--- config.mk ---
export PLATFORM = sky130hd
export DESIGN_NAME = uncached_wbuf_bridge
export DESIGN_NICKNAME = d
export VERILOG_FILES = /design/src/rtl/uncached_wbuf_bridge.sv
export SDC_FILE = /design/constraint.sdc
export NUM_CORES = 1
export LEC_CHECK = 0
export ABC_AREA = 1
export CORE_MARGIN = 8
export CORE_UTILIZATION = 49
export DETAILED_ROUTE_END_ITERATION = 10
export PLACE_DENSITY = 0.78
export RECOVER_POWER = 100
export SLEW_MARGIN = 20
export SYNTH_ARGS = -nofsm -noshare
export SYNTH_HDL_FRONTEND = slang
export SYNTH_SLANG_ARGS = --single-unit
--- constraint.sdc ---
create_clock -name clk -period 4.1 [get_ports clk]
set_clock_uncertainty 0.2 [all_clocks]
set_input_delay 0.82 -clock clk [delete_from_list [all_inputs] [get_ports clk]]
set_output_delay 0.82 -clock clk [all_outputs]
set_load 0.1 [all_outputs]
--- src/rtl/uncached_wbuf_bridge.sv ---
// Uncached MEM-stage bridge: posted-store write buffer plus blocking loads onto an SRAM-like bus.
// Define WB_RAW_BYPASS_EN to let loads pass buffered stores to other words.
module uncached_wbuf_bridge #(
  parameter int          DEPTH     = 4,
  parameter logic [31:0] PHYS_MASK = 32'h1FFF_FFFF
) (
  input  logic        clk,
  input  logic        rst,
  input  logic        mem_read,
  input  logic        mem_write,
  input  logic [3:0]  be,
  input  logic [31:0] addr,
  input  logic [31:0] wdata,
  output logic        stall,
  output logic [31:0] rdata,
  output logic        rvalid,
  output logic        wb_empty,
  output logic        data_req,
  output logic        data_wr,
  output logic [1:0]  data_size,
  output logic [31:0] data_addr,
  output logic [31:0] data_wdata,
  input  logic [31:0] data_rdata,
  input  logic        data_addr_ok,
  input  logic        data_data_ok
);

  localparam int AW = $clog2(DEPTH);

  localparam logic [1:0] IDLE = 2'd0;
  localparam logic [1:0] REQ  = 2'd1;
  localparam logic [1:0] RESP = 2'd2;

  logic [1:0]    state;
  logic [29:0]   q_word [DEPTH];
  logic [31:0]   q_data [DEPTH];
  logic [3:0]    q_be   [DEPTH];
  logic [AW-1:0] wr_ptr;
  logic [AW-1:0] rd_ptr;
  logic [AW:0]   count;

  logic          op_wr;
  logic [29:0]   op_word;
  logic [31:0]   op_wdata;
  logic [3:0]    op_be;

  logic [29:0]   masked_word;
  logic          full;
  logic          empty;
  logic          read_go;
  logic          push;
  logic          pop;
  logic          read_done;
  logic [1:0]    size;
  logic [1:0]    off;
  logic          unused_lo;

  assign masked_word = addr[31:2] & PHYS_MASK[31:2];
  assign unused_lo   = ^addr[1:0];
  assign full        = count == (AW+1)'(DEPTH);
  assign empty       = count == '0;

`ifdef WB_RAW_BYPASS_EN
  logic hit;

  // any live entry on the same word forces the load to wait for the drain
  always_comb begin : hit_scan
    logic [AW-1:0] idx;
    hit = 1'b0;
    idx = '0;
    for (int i = 0; i < DEPTH; i++) begin
      idx = rd_ptr + AW'(i);
      if ((AW+1)'(i) < count && q_word[idx] == masked_word)
        hit = 1'b1;
    end
  end

  assign read_go = mem_read && !hit;
`else
  assign read_go = mem_read && empty;
`endif

  assign push      = mem_write && !full;
  assign pop       = state == IDLE && !read_go && !empty;
  assign read_done = state == RESP && !op_wr && data_data_ok;

  always_ff @(posedge clk) begin
    if (push) begin
      q_word[wr_ptr] <= masked_word;
      q_data[wr_ptr] <= wdata;
      q_be[wr_ptr]   <= be;
    end
  end

  always_ff @(posedge clk) begin
    if (rst) begin
      state    <= IDLE;
      wr_ptr   <= '0;
      rd_ptr   <= '0;
      count    <= '0;
      op_wr    <= 1'b0;
      op_word  <= '0;
      op_wdata <= '0;
      op_be    <= '0;
    end else begin
      if (push)
        wr_ptr <= wr_ptr + AW'(1);
      if (pop)
        rd_ptr <= rd_ptr + AW'(1);
      if (push && !pop)
        count <= count + (AW+1)'(1);
      else if (!push && pop)
        count <= count - (AW+1)'(1);
      case (state)
        IDLE: begin
          if (read_go) begin
            op_wr    <= 1'b0;
            op_word  <= masked_word;
            op_wdata <= '0;
            op_be    <= be;
            state    <= REQ;
          end else if (!empty) begin
            op_wr    <= 1'b1;
            op_word  <= q_word[rd_ptr];
            op_wdata <= q_data[rd_ptr];
            op_be    <= q_be[rd_ptr];
            state    <= REQ;
          end
        end
        REQ:     if (data_addr_ok) state <= RESP;
        RESP:    if (data_data_ok) state <= IDLE;
        default: state <= IDLE;
      endcase
    end
  end

  always_comb begin
    size = 2'd2;
    off  = 2'd0;
    case (op_be)
      4'b0001: begin size = 2'd0; off = 2'd0; end
      4'b0010: begin size = 2'd0; off = 2'd1; end
      4'b0100: begin size = 2'd0; off = 2'd2; end
      4'b1000: begin size = 2'd0; off = 2'd3; end
      4'b0011: begin size = 2'd1; off = 2'd0; end
      4'b1100: begin size = 2'd1; off = 2'd2; end
      default: begin size = 2'd2; off = 2'd0; end
    endcase
  end

  assign data_req   = state == REQ;
  assign data_wr    = data_req && op_wr;
  assign data_size  = data_req ? size : 2'd0;
  assign data_addr  = data_req ? {op_word, off} : 32'h0;
  assign data_wdata = data_wr ? op_wdata : 32'h0;

  assign rvalid   = read_done;
  assign rdata    = read_done ? data_rdata : 32'h0;
  assign stall    = (mem_read && !read_done) || (mem_write && full);
  assign wb_empty = empty && !(state != IDLE && op_wr);

endmodule
After elaboration in Yosys (flattened, before gate mapping)
Memory sizes are Yosys's and may differ from the RTL's. A register that Yosys moved wholly into a read port is not among the register bits.
Cells that the tools add are included.
- RAM bits: 252
- input bits: 106
- memories: 3
- register bits: 76
- reductions and logical operators: 31
- add/subtract/negate cells: 4
- equality and inequality tests: 13
- mux-type cells: 29
- memory list (memory ; words ; bits a word ; rd ports ; clocked after Yosys merged registers in ; wr ports ; RTL line ; text):
    q_data ; 4 ; 32 ; 1 ; 1 ; 1 ; 36 ; logic [31:0] q_data [DEPTH];
    q_word ; 4 ; 27 ; 1 ; 1 ; 1 ; 35 ; logic [29:0] q_word [DEPTH];
    q_be ; 4 ; 4 ; 1 ; 1 ; 1 ; 37 ; logic [3:0] q_be [DEPTH];
- operator list (cell ; number):
    $mux 32 ; 5
    $mux 30 ; 2
    $mux 2 ; 11
    $logic_and 1x1->1 ; 13
    $pmux 2 s3 ; 2
    $eq 4x2->1 const B ; 2
    $eq 4x4->1 const B ; 2
    $logic_not 1->1 ; 8
    $mux 4 ; 2
    $mux 3 ; 2
    $add 2x1->2 const B ; 2
    $eq 4x1->1 const B ; 1
    $eq 4x3->1 const B ; 1
    $mux 1 ; 4
    $ne 2x1->1 const B ; 2
    $pmux 2 s2 ; 1
    $reduce_bool 2->1 ; 2
    $reduce_or 2->1 ; 2
    $reduce_or 4->1 ; 1
    $add 3x1->3 const B ; 1
    $eq 3x3->1 const B ; 1
    $logic_not 3->1 ; 1
    $ne 3x3->1 const B ; 1
    $reduce_and 3->1 ; 1
    7 further kinds ; 7

Depth between registers and ports, before layout
- depth after elaboration: 8
- gate-level depth with buffers: 12

Worst setup path after synthesis
OpenSTA, ideal clock, no wires.
- path kind: register to output
- from: register state[0]
- to: output data_addr[0]
- path buffers: 1
- path slack: -1035 ps
- stages on the path, launching flop included: 6
- arrival: 4115 ps
- cells stage by stage: dfxtp_1 -> inv_1 -> nor2_4 -> inv_2 -> buf_2 -> nor4_1
- cells in the longest elaborated chain, start to end: 2
- RTL lines (element ; RTL line ; text):
    from (decl) ; 34 ; logic [1:0] state;
    from (signal assigned) ; 97 ; state <= IDLE;
    from (signal assigned) ; 121 ; state <= REQ;
    from (signal assigned) ; 127 ; state <= REQ;
    $eq 2x1->1 ; 151 ; assign data_req = state == REQ;
    via data_req ; 18 ; output logic data_req,
    $mux 32 ; 154 ; assign data_addr = data_req ? {op_word, off} : 32'h0;
    to (decl) ; 21 ; output logic [31:0] data_addr,
The timed path passes the listed nets, and every way through them passes these cells.

Worst setup path after layout
- from: register state[0]
- to: output data_wdata[6]
- cells in the longest elaborated chain, start to end: 3
- RTL lines (element ; RTL line ; text):
    $eq 2x1->1 ; 151 ;
    $logic_and 1x1->1 ; 152 ; assign data_wr = data_req && op_wr;
    $mux 32 ; 155 ; assign data_wdata = data_wr ? op_wdata : 32'h0;
    to (decl) ; 22 ; output logic [31:0] data_wdata,
Every way passes these cells.

==> reports/results.ini <==
[outcome]
status = finished, violations left
violations = max-capacitance violations, max-slew violations

[drt]
final_antenna_net_count = 0
viasPerCell = 4.90
routed-via-count = 10400
drc = 0
wl_um = 33600
routedWlPerCell_um = 15.8
first_iter_violations = 688
dr.pass1.iters = 6

[power]
power_density_mw_per_mm2 = 641
seqPwrFrac_pct = 39.9
p_clk_share_pct = 26.0
p_int_uw = 6750
comb_power_share_pct = 34.1
ir_worst_vdd_mv = 0.326
switching_share_pct = 37.8
p_switching_uw = 4110
p_leak_uw = 0.00739

[setup_path]
crit_buf_inv = 4
crit_family = buffers and inverters
worstPathMaxFanout = 22
cp_data_arrival_time_ns = 2.75
cp-end-kind = output port
required_ns = 3.08
worstSetupStartpointType = register
critPathSlowestCell = nand2_1
path_cells = inv_1 -> nor2_4 -> buf_4 -> nand2_1 -> clkbuf_1 -> nor2_1 -> clkbuf_2
reg2reg_setup_slack_ns = 0.59
critPathKind = reg2out
cpPeakStageDelay_ns = 0.52

[sta]
relSlewSlack_pct = -45.1
fmax_mhz = 265
period_share_pct = 92.0
slew_viol_final = 196
rsz0062_at_grt = false
holdWs_ns = 0.265
finalSetupViolations = 0
finalHoldViolations = 0
worst_slew_pin_slew_ns = 2.18
post-route-min-period_ns = 3.77

[clock_tree]
cts_root_buffer = clkbuf_16
postCtsHoldBufs = 0
clockBufferDepth = 3
clkLatencyLatePin_ns = 0.54
path_clk_slew_ns = 0.06
post_cts_resized = 0
cts_made_buffers = 31
post_cts_buffers = 0
cts_tree = built
cts_sinks = 327
h-tree-depth = 1

[global_routing]
antenna_found_initial = 11
grt_usage_pct = 19.1
grt_pass1_vias = 10400
grt_max_degree = 97
overflow = 0
grt_pass1_wl_um = 52700

[final_layout]
finalInstanceArea_mm2 = 0.0170
final_cells = 2123
final_util_pct = 59.2
final_cell_mix = nand2_1 (423), inv_1 (273), edfxtp_1 (252)
syn2layout_area_growth_pct = 19.6
layout-drive-gt1-share_pct = 9.87
final_common_cell = nand2_1
finalNetCount = 1820

[synthesis]
syn_avg_cell_area_um2 = 9.26
ys_types = 27
yosys_warnings = 0
netlist_top_cells_area = edfxtp_1 (53%), nand2_1 (11%), dfxtp_1 (11%), inv_1 (7.2%), nand3_1 (5.7%)
synth-seq-cells = 327
syn_area_mm2 = 0.0142
synth_seq_area_share_pct = 64.0
netlist.top_cell.by_area = edfxtp_1
synthCells = 1531
synth_top_area_share_pct = 53.4

[floorplanning]
rows = 62
die_area_mm2 = 0.0346
core_area_mm2 = 0.0286
io_pins = 209
initial_core_util_pct = 49.5
die_y_um = 186
chipWidth_um = 186

[place]
placed_cells_incl_taps = 2059
port_buffers = 200
place_congestion = 0.817
place_area_mm2 = 0.0167
dp_hpwl_um = 20200

[worst_hold_path]
hp-class = reg2reg

[flow_run]
cap_viol_max_count = 5

-- worst min-delay path, stage by stage (launching register included) --
cell     delay (ns)
dfxtp_1        0.31
nand2_1        0.06
a21oi_1        0.05
-- metal layers --
layer / routed length (um) / part of all wire, % / track usage, %
met4: 856 / 2.5 / 7.65
met3: 2030 / 6.0 / 3.08
met2: 16900 / 50 / 35.0
met1: 13700 / 41 / 21.9
met5: 54 / 0.16 / 0
-- worst paths after layout --
check | startpoint | endpoint | cells past startpoint
min | op_wdata[8]$_SDFFE_PP0P_ | op_wdata[8]$_SDFFE_PP0P_ | 2
min reg2reg | op_wdata[8]$_SDFFE_PP0P_ | op_wdata[8]$_SDFFE_PP0P_ | 2
max reg2reg | count[2]$_SDFFE_PP0P_ | op_word[22]$_SDFFE_PP0P_ | 5
max | state[0]$_SDFFE_PP0P_ | data_wdata[6] | 7
-- state kept, by name (all words and copies together), names as in the netlist, named ones only --
signal	count
rd_ptr	2
state	2
op_word	27
q_be	16
q_word	108
op_wdata	32
op_be	4
wr_ptr	2
count	3
op_wr	1
q_data	128
-- metrics by stage --
step / total power, uW / setup slack [ns] / TNS [ns]
2_1_floorplan: 7300 / -0.242 / -36.86
3_5_place_dp: 8230 / 0.770 / 0
6_report: 10900 / 0.327 / 0
4_1_cts: 11100 / 0.439 / 0
3_3_place_gp: 8120 / 0.837 / 0
5_1_grt: 11500 / 0.170 / 0
-- power by group through the flow --
| stage | combinational, uW | clock (uW) | sequential [uW] |
|---|---|---|---|
| global placement | 3750 | 0 | 4370 |
| floorplan | 2940 | 0 | 4350 |
| global route | 4120 | 3010 | 4380 |
| finish | 3700 | 2830 | 4340 |
| CTS | 3870 | 2870 | 4330 |
| detailed placement | 3840 | 0 | 4390 |
-- cells in the mapped netlist --
| master | n |
|---|---|
| nand4_1 | 1 |
| nor3_2 | 1 |
| o21ai_0 | 7 |
| xnor2_1 | 1 |
| conb_1 | 1 |
| a21oi_1 | 75 |
| clkbuf_1 | 23 |
| or2_2 | 1 |
| nand2_1 | 423 |
| buf_6 | 13 |
| nand3_1 | 161 |
| inv_2 | 5 |
| buf_1 | 7 |
| edfxtp_1 | 252 |
| nor2_4 | 3 |
| buf_4 | 6 |
| fa_1 | 1 |
| clkinv_1 | 1 |
| nand3_2 | 2 |
| nor4_1 | 1 |
| xor2_1 | 2 |
| dfxtp_1 | 75 |
| ha_1 | 5 |
| nor2_1 | 162 |
| inv_1 | 271 |
| nand2_2 | 2 |
| buf_2 | 29 |
-- area by class of cell --
cell class	count	area, um^2
clock inverters	14	150
repair buffers	220	1670
fillers	2331	11700
inverters	277	1040
diodes	7	17.5
multi-input cells	851	3640
well taps	384	480
clock buffers	43	871
flip-flops and latches	327	9070
-- cell families after synthesis --
family,share of synthesized area (%)
AO/OA/AOI/OAI,2.89
adder cells (fa/ha/maj),0.582
XOR/XNOR,0.185
AND/OR/NAND/NOR,21.8
buffers and inverters,10.5
other,0.0265
flip-flops,64.0
Power figures use the tool's default switching activity.
